[src/rtl/my_pe_ctrl_pkg.sv]
// my_pe_ctrl_pkg: shared state enum, FP32 width/constants and index width helper
package my_pe_ctrl_pkg;
  localparam int FP_W = 32;
  localparam logic [FP_W-1:0] FP_ONE = 32'h3F80_0000;
  localparam logic [FP_W-1:0] FP_TWO = 32'h4000_0000;
  typedef enum logic [2:0] {IDLE, LOAD_W, LOAD_X, PRIME, ISSUE, WAIT, RESULT} state_e;
  function automatic int idx_w(input int n);
    return $clog2(n + 1);
  endfunction
endpackage

[src/rtl/my_pe_xbuf.sv]
// my_pe_xbuf: activation register file, one write port, one combinational read port
module my_pe_xbuf
  import my_pe_ctrl_pkg::*;
#(
  parameter int DEPTH = 16,
  parameter int AW = $clog2(DEPTH)
) (
  input  logic            clk,
  input  logic            rst,
  input  logic            we,
  input  logic [AW-1:0]   waddr,
  input  logic [FP_W-1:0] wdata,
  input  logic [AW-1:0]   raddr,
  output logic [FP_W-1:0] rdata
);
  logic [FP_W-1:0] mem_q [DEPTH];
  always_ff @(posedge clk) begin
    if (rst) for (int i = 0; i < DEPTH; i++) mem_q[i] <= '0;
    else if (we) mem_q[waddr] <= wdata;
  end
  assign rdata = mem_q[raddr];
endmodule

[src/rtl/my_pe_ctrl.sv]
// my_pe_ctrl: loads PE weights, buffers activations, paces MAC issues on pe_dvalid and returns the dot product
module my_pe_ctrl
  import my_pe_ctrl_pkg::*;
#(
  parameter int VECTOR_SIZE = 16,
  parameter int TIMEOUT = 64
) (
  input  logic            aclk,
  input  logic            areset,
  input  logic            start,
  input  logic            load_w,
  output logic            busy,
  input  logic            w_valid,
  output logic            w_ready,
  input  logic [FP_W-1:0] w_data,
  input  logic            x_valid,
  output logic            x_ready,
  input  logic [FP_W-1:0] x_data,
  output logic [FP_W-1:0] pe_ain,
  output logic [FP_W-1:0] pe_din,
  output logic [31:0]     pe_addr,
  output logic            pe_we,
  output logic            pe_valid,
  input  logic            pe_dvalid,
  input  logic [FP_W-1:0] pe_dout,
  output logic            m_valid,
  input  logic            m_ready,
  output logic [FP_W-1:0] m_data,
  output logic            m_err
);
  localparam int IW = idx_w(VECTOR_SIZE);
  localparam int AW = $clog2(VECTOR_SIZE);
  localparam int WW = $clog2(TIMEOUT + 1);
  state_e state_q, state_d;
  logic [IW-1:0] idx_q, idx_d;
  logic [WW-1:0] wd_q, wd_d;
  logic [FP_W-1:0] m_data_q, m_data_d, x_rd;
  logic m_err_q, m_err_d, xbuf_we;
  my_pe_xbuf #(.DEPTH(VECTOR_SIZE), .AW(AW)) u_xbuf (
    .clk(aclk),
    .rst(areset),
    .we(xbuf_we),
    .waddr(idx_q[AW-1:0]),
    .wdata(x_data),
    .raddr(idx_q[AW-1:0]),
    .rdata(x_rd)
  );
  always_comb begin
    state_d = state_q;
    idx_d = idx_q;
    wd_d = wd_q;
    m_data_d = m_data_q;
    m_err_d = m_err_q;
    xbuf_we = 1'b0;
    pe_we = 1'b0;
    pe_valid = 1'b0;
    pe_din = '0;
    pe_ain = '0;
    pe_addr = '0;
    unique case (state_q)
      IDLE: if (start) begin
        m_err_d = 1'b0;
        idx_d = '0;
        state_d = load_w ? LOAD_W : LOAD_X;
      end
      LOAD_W: begin
        pe_addr = 32'(idx_q);
        if (w_valid) begin
          pe_we = 1'b1;
          pe_din = w_data;
          idx_d = (idx_q == IW'(VECTOR_SIZE - 1)) ? '0 : idx_q + 1'b1;
          state_d = (idx_q == IW'(VECTOR_SIZE - 1)) ? LOAD_X : LOAD_W;
        end
      end
      LOAD_X: if (x_valid) begin
        xbuf_we = 1'b1;
        idx_d = (idx_q == IW'(VECTOR_SIZE - 1)) ? '0 : idx_q + 1'b1;
        state_d = (idx_q == IW'(VECTOR_SIZE - 1)) ? PRIME : LOAD_X;
      end
      PRIME: state_d = ISSUE;
      ISSUE: begin
        pe_valid = 1'b1;
        pe_ain = x_rd;
        idx_d = IW'(1);
        wd_d = '0;
        state_d = WAIT;
      end
      WAIT: begin
        // addr k is presented for a whole cycle so the PE latches weight[k] before the issue edge
        pe_addr = 32'(idx_q);
        if (pe_dvalid && idx_q == IW'(VECTOR_SIZE)) begin
          m_data_d = pe_dout;
          state_d = RESULT;
        end else if (pe_dvalid) begin
          pe_valid = 1'b1;
          pe_ain = x_rd;
          idx_d = idx_q + 1'b1;
          wd_d = '0;
        end else if (wd_q == WW'(TIMEOUT - 1)) begin
          m_err_d = 1'b1;
          m_data_d = '0;
          state_d = RESULT;
        end else wd_d = wd_q + 1'b1;
      end
      RESULT: state_d = m_ready ? IDLE : RESULT;
      default: state_d = IDLE;
    endcase
  end
  always_ff @(posedge aclk) begin
    if (areset) begin
      state_q <= IDLE;
      idx_q <= '0;
      wd_q <= '0;
      m_data_q <= '0;
      m_err_q <= 1'b0;
    end else begin
      state_q <= state_d;
      idx_q <= idx_d;
      wd_q <= wd_d;
      m_data_q <= m_data_d;
      m_err_q <= m_err_d;
    end
  end
  assign busy = state_q != IDLE;
  assign w_ready = state_q == LOAD_W;
  assign x_ready = state_q == LOAD_X;
  assign m_valid = state_q == RESULT;
  assign m_data = m_data_q;
  assign m_err = m_err_q;
endmodule

[config.mk]
export PLATFORM = sky130hd
export DESIGN_NAME = my_pe_ctrl
export DESIGN_NICKNAME = d
export VERILOG_FILES = /design/src/rtl/my_pe_ctrl_pkg.sv /design/src/rtl/my_pe_xbuf.sv /design/src/rtl/my_pe_ctrl.sv
export SDC_FILE = /design/constraint.sdc
export NUM_CORES = 1
export LEC_CHECK = 0
export BUFFER_PORTS_ARGS = -buffer_cell sky130_fd_sc_hd__buf_4
export CAP_MARGIN = 10
export CORE_UTILIZATION = 40
export DETAILED_ROUTE_END_ITERATION = 8
export GPL_TIMING_DRIVEN = 0
export PLACE_DENSITY = 0.71
export SYNTH_ARGS = -nofsm -noshare
export SYNTH_HDL_FRONTEND = slang
export SYNTH_HIERARCHICAL = 1
export SYNTH_SLANG_ARGS = --single-unit
[constraint.sdc]
create_clock -name aclk -period 2.54 [get_ports aclk]
set_clock_uncertainty 0.1 [all_clocks]
set_input_delay 0.508 -clock aclk [delete_from_list [all_inputs] [get_ports aclk]]
set_output_delay 0.508 -clock aclk [all_outputs]
set_load 0.005 [all_outputs]
==> results of run 1 <==
kinds of logic (layout without fill, tap and decap cells):
group / Yosys count / in the layout / synth area share (%)
adder cells (fa/ha/maj): 5 / 5 / 0.244
AO/OA/AOI/OAI: 125 / 125 / 3.55
buffers and inverters: 184 / 605 / 3.26
XOR/XNOR: 4 / 4 / 0.136
multiplexers: 131 / 131 / 11.3
AND/OR/NAND/NOR: 756 / 773 / 17.8
other: 1 / 27 / 0.0146
flip-flops: 560 / 560 / 63.6
repair_timing:
action	4_1_cts	5_1_grt
pin swaps	49	21
cloned	24	4
setup buffers	76	24
setup endpoints to repair	1056	727
gates resized for setup	332	94
synth_stat cells (7+ instances only):
cell type / count
nand3_1: 11
or2_2: 17
clkbuf_1: 110
dfxtp_1: 48
buf_4: 29
mux4_2: 128
and2_1: 550
edfxtp_1: 512
buf_1: 7
a21oi_1: 11
nand2_1: 42
and2_2: 32
buf_2: 23
inv_1: 9
nor2_1: 59
a22oi_1: 95
state kept, by name, summed over array words and instances (netlist names):
signal / flops
state_q: 3
m_err: 1
wd_q: 7
idx_q: 5
u_xbuf/mem_q: 512
m_data: 32
power groups by stage:
| stage | Sequential [W] | Combinational [W] | Clock, W |
|---|---|---|---|
| after floorplan | 0.0107 | 0.00233 | 0 |
| after global placement | 0.0107 | 0.00354 | 0 |
| after detailed placement | 0.0107 | 0.00357 | 0 |
| after CTS | 0.0105 | 0.00475 | 0.00874 |
| after global routing | 0.0106 | 0.00524 | 0.00912 |
| final | 0.0106 | 0.00499 | 0.00868 |
metrics by stage:
stage / util, % / total power (W)
6_report: 52.4 / 0.0242
5_1_grt: 52.4 / 0.0249
4_1_cts: 51.7 / 0.0240
3_5_place_dp: 45.0 / 0.0143
3_3_place_gp: 45.0 / 0.0142
2_1_floorplan: - / 0.0130
worst min-delay path by stage:
stage / start / endpoint / slack, ps / depth (start not counted)
6_report: pe_dout[22] / m_data[22] / 30 / 3
4_1_cts: pe_dout[25] / m_data[25] / 4 / 3
3_5_place_dp: m_err / m_err / 370 / 2
5_1_grt: pe_dout[25] / m_data[25] / 10 / 3
3_3_place_gp: m_data[14] / m_data[14] / 350 / 2
2_1_floorplan: m_data[14] / m_data[14] / 350 / 2
cell usage in the layout, fill, tap and decap left out, types with 6 or more instances in the layout:
cell       Yosys  routed
and2_1       550     508
and2_2        32      32
clkbuf_16      0      68
nor2b_1        6       6
clkinv_1       0      14
nand2_1       42      33
or2_4          0      31
nor2_1        59      49
clkbuf_1     110      62
buf_2         23       9
clkbuf_4       0      11
dfxtp_1       48      41
nand3_1       11      11
clkinv_2       0       8
buf_6          0      54
inv_1          9       7
buf_12         0      57
mux4_2       128     128
a22oi_2        0      27
nor2_4         3       9
a21oi_1       11       9
edfxtp_1     512     512
buf_8          0       9
nand2_2        0       9
conb_1         1      27
bufinv_16      0       6
and2_4         0      42
a22oi_1       95      68
buf_4         29     250
clkbuf_8       0       7
clkbuf_2       6      34
worst max-delay path, delay by kind of cell, from the launching register on:
family          cells  cell delay, ps
flops               1             460
simple gates        2             320
buf+inv             3             490
mux                 1             520
compound gates      1             260
metal layers:
metal  global-route usage (%)  vias up  part of all wire [%]
li1                         -     7241                     -
met1                     31.0     8749                    37
met2                     40.1     1136                    48
met3                     6.21      249                    11
met4                     10.0        4                   4.5
met5                        0        -                 0.036
cell type report:
type	instances	area [um^2]
Fill cell	5024	30100
Sequential cell	560	16400
Multi-Input combinational cell	1065	9180
Timing Repair Buffer	320	3290
Clock buffer	74	1590
Buffer	171	1300
Tap cell	846	1060
Clock inverter	31	332
Inverter	9	37.5
==> results_dict.tcl, run 1 <==
set metrics [dict create \
    status "finished, violations left" \
    failed_checks "setup timing" \
    synth_seq_area_share_pct 63.6 \
    critPathSlowestCell "mux4_2" \
    finalInstanceArea_um2 33100 \
    grt_start_max_net_pins 33 \
    initial_core_util_pct 40.6 \
    synth_area_leaders "edfxtp_1 (60%), and2_1 (13%), mux4_2 (11%)" \
    cap_viol_max_count 0 \
    place_hpwl_um 46900 \
    synth-seq-cells 560 \
    dieArea_um2 65200 \
    drive_gt1_share_pct 37.1 \
    grt.total_usage_pct 24.5 \
    clk-insertion-delay-late_ps 620 \
    period_share_pct 130 \
    fin_nets 2294 \
    clkTransAtPathRegs_ps 60 \
    clkPwrFrac_pct 35.8 \
    grt_pass1_wl_um 117000 \
    worstSetupEndpoint "pe_ain[28]" \
    synth_warnings 6 \
    synth.distinct_cells 53 \
    cts_tree "built" \
    critPathCaptureType "primary output" \
    async_flop_share_pct 0 \
    cts_made_buffers 58 \
    slew_viol_final 0 \
    r2r_start "state_q[0]" \
    fp.dieH_um 255 \
    syn-cell-area_um2 25700 \
    crit_arrival_ps 2690 \
    dp_slack_ps -1640 \
    stdcell_count 3076 \
    drt_iter0_drc 2058 \
    cts_hold_buffers 0 \
    drt-total-wl_um 82800 \
    internal-power_w 0.0180 \
    seqPwrFrac_pct 43.6 \
    cp-startpoint "idx_q[0]" \
    swShare_pct 25.6 \
    ys.flop_type "edfxtp_1" \
    netSwitchingPower_w 0.00621 \
    rows 92 \
    wl_per_cell_um 26.9 \
    finalCriticalPeriod_ps 3300 \
    peakVddDrop_mv 0.523 \
    pwr-share-comb_pct 20.6 \
    synthCells 1766 \
    ios 239 \
    vias_per_cell 5.65 \
    critPathMostFrequentCell "buf_12" \
    layout_setup_ws_ps -760 \
    antenna_found_initial 3 \
    crit_fanout 10 \
    r2r_cells 7 \
    synth_edf_count 512 \
    worstHoldPathType "in2reg" \
    grt_overflow 0 \
    critical_path_class "reg2out" \
    leakage_nw 12.7 \
    yosysTopAreaCellShare_pct 59.9 \
    grt_pass1_vias 17600 \
    synth_top_area_cell "edfxtp_1" \
    fin_tns_setup_ps -27390 \
    crit_path_max_incr_delay_ps 520 \
    rrSetupSlack_ps -140 \
    cts-root-buf "clkbuf_16" \
    clock_path_buffers 3 \
    drc_errors 0 \
    post_dp_cell_area_um2 28400 \
    r2r_end "u_xbuf/mem_q[4][4]" \
    dp_cells 2849 \
    antenna_cells 0 \
    cts_sinks 560 \
    crit_path_cell_trace "buf_12 > buf_12 > mux4_2 > a22oi_1 > nand2_2 > and2_4 > buf_6" \
    startpoint_type "register" \
    power.density_nw_per_um2 731 \
    gp_congestion 0.916 \
    whs_ps 31.2 \
    synth_area_per_cell_um2 14.5 \
    port_buffers 211 \
    die_w_um 255 \
    max_slew.worst_pin.slew_ps 1050 \
    drt-pass1-iter-count 6 \
    hold_viol 0 \
    core_um2 63200 \
    slew_headroom_pct 30.1 \
    critPathRequiredTime_ps 1930 \
    fmax_ghz 0.303 \
    antenna_left 0 \
    timing.final.setup_violations 166 \
    cts_max_level 2 \
    rsz0062_at_grt "true" \
    num_vias 17400 \
    syn2layout_area_growth_pct 29.1 \
]
No activity file was read; power rests on OpenSTA's default activity.
==> run 2, diff against run 1 <==
HOLD_SLACK_MARGIN = 0.08   (was not set)
SETUP_SLACK_MARGIN = 0.1   (was not set)
==> results_dict.tcl, run 2 (synthesized netlist as in run 1, its figures left out) <==
set metrics [dict create \
    fin_nets 2385 \
    fillers 4800 \
    grt_overflow 0 \
    dp_cells 2850 \
    largest-register "u_xbuf/mem_q" \
    crit_fanout 10 \
    cts_tree "built" \
    critPathCaptureType "primary output" \
    initial_core_util_pct 40.6 \
    fin_total_pwr_w 0.0241 \
    drive_gt1_share_pct 38.9 \
    status "finished, violations left" \
    timing.final.setup_violations 136 \
    antenna_left 0 \
    cts_max_level 2 \
    rrSetupSlack_ps -80 \
    clkTransAtPathRegs_ps 50 \
    drt-pass1-iter-count 7 \
    hold_viol 0 \
    crit_arrival_ps 2680 \
    r2r_end "u_xbuf/mem_q[0][2]" \
    layout_setup_ws_ps -746 \
    ios 239 \
    rows 92 \
    drc_errors 0 \
    clock_path_buffers 3 \
    critPathRequiredTime_ps 1930 \
    finalInstanceArea_um2 34600 \
    leakage_nw 13.3 \
    dieArea_um2 65200 \
    whs_ps 108 \
    grt_pass1_wl_um 115000 \
    layout_commonest_cell "edfxtp_1" \
    slew_viol_final 0 \
    grt_pass1_vias 17500 \
    cts_sinks 560 \
    startpoint_type "register" \
    fmax_ghz 0.304 \
    power.density_nw_per_um2 695 \
    antenna_found_initial 2 \
    syn2layout_area_growth_pct 34.8 \
    r2r_cells 7 \
    min_from "x_data[1]" \
    port_buffers 211 \
    vias_per_cell 5.62 \
    slew_headroom_pct 36.2 \
    rsz0062_at_grt "true" \
    core_um2 63200 \
    clk-insertion-delay-late_ps 630 \
    final_cell_mix "edfxtp_1 (512), and2_1 (490), buf_4 (242)" \
    cts-root-buf "clkbuf_16" \
    drt-total-wl_um 83700 \
    fin_tns_setup_ps -26870 \
    worstHoldPathType "in2reg" \
    drt_iter0_drc 2145 \
    finalCriticalPeriod_ps 3290 \
    place_hpwl_um 46000 \
    cap_viol_max_count 0 \
    largest_reg_flops 512 \
    post_dp_cell_area_um2 28400 \
    r2r_start "state_q[1]" \
    max_slew.worst_pin.slew_ps 957 \
    fp.dieH_um 255 \
    num_vias 17800 \
    grt.total_usage_pct 23.8 \
    stdcell_count 3166 \
    gp_congestion 0.916 \
    critical_path_class "reg2out" \
    wl_per_cell_um 26.4 \
    die_w_um 255 \
    cp-startpoint "idx_q[0]" \
    failed_checks "setup timing" \
    worstSetupEndpoint "pe_ain[28]" \
    period_share_pct 129 \
    cts_made_buffers 56 \
    peakVddDrop_mv 0.510 \
    grt_start_max_net_pins 21 \
]
## run 2: report_power, final
group          total, W  internal, W  switching (W)  leakage, nW
Combinational   0.00530      0.00282        0.00248         6.77
Clock           0.00822      0.00465        0.00357        0.867
Sequential       0.0105       0.0104       0.000148         5.68
## run 2: how the worst min path moves through the flow
stage | cells past startpoint | to | slack (ps)
after floorplan | 2 | m_data[14] | 350
after global placement | 2 | m_data[14] | 350
after detailed placement | 2 | m_data[14] | 350
after CTS | 2 | u_xbuf/mem_q[13][16] | 80
after global routing | 2 | u_xbuf/mem_q[13][16] | 100
final | 2 | u_xbuf/mem_q[1][1] | 110
## run 2: through the flow
stage | util [%] | setup slack, ps
floorplan | - | 110
global placement | 45.0 | -1730
detailed placement | 45.0 | -1220
CTS | 52.1 | -710
global route | 54.8 | -807
finish | 54.8 | -746
## run 2: cell type report
class	instances	area [um^2]	share of cell area, %
Multi-Input combinational cell	1064	9290	26.8
Tap cell	846	1060	3.06
Sequential cell	560	16400	47.2
Antenna cell	4	10.0	0.0289
Clock inverter	28	297	0.857
Clock buffer	70	1490	4.29
Inverter	9	38.8	0.112
Buffer	171	1410	4.08
Timing Repair Buffer	414	4670	13.5
## run 2: per-layer routing
| layer | GRT usage [%] | part of all wire (%) |
|---|---|---|
| met5 | 0.658 | 0.022 |
| met4 | 11.7 | 5.5 |
| met2 | 39.8 | 49 |
| met1 | 29.1 | 35 |
| met3 | 5.23 | 10 |
## run 2: what timing repair did
item / 4_1_cts / 5_1_grt
endpoints found under the setup margin: 1067 / 933
cloned: 20 / 15
hold endpoints to repair: 73 / 0
hold buffers: 42 / 0
resized for setup: 326 / 223
setup buffers: 82 / 61
pin swaps: 52 / 77
## run 2: critical path, stage by stage, from the launching register on
cell and delay [ps]:
dfxtp_4 450, clkbuf_16 250, buf_12 190, mux4_2 520
a22oi_1 220, nand2_2 110, and2_4 190, buf_6 110
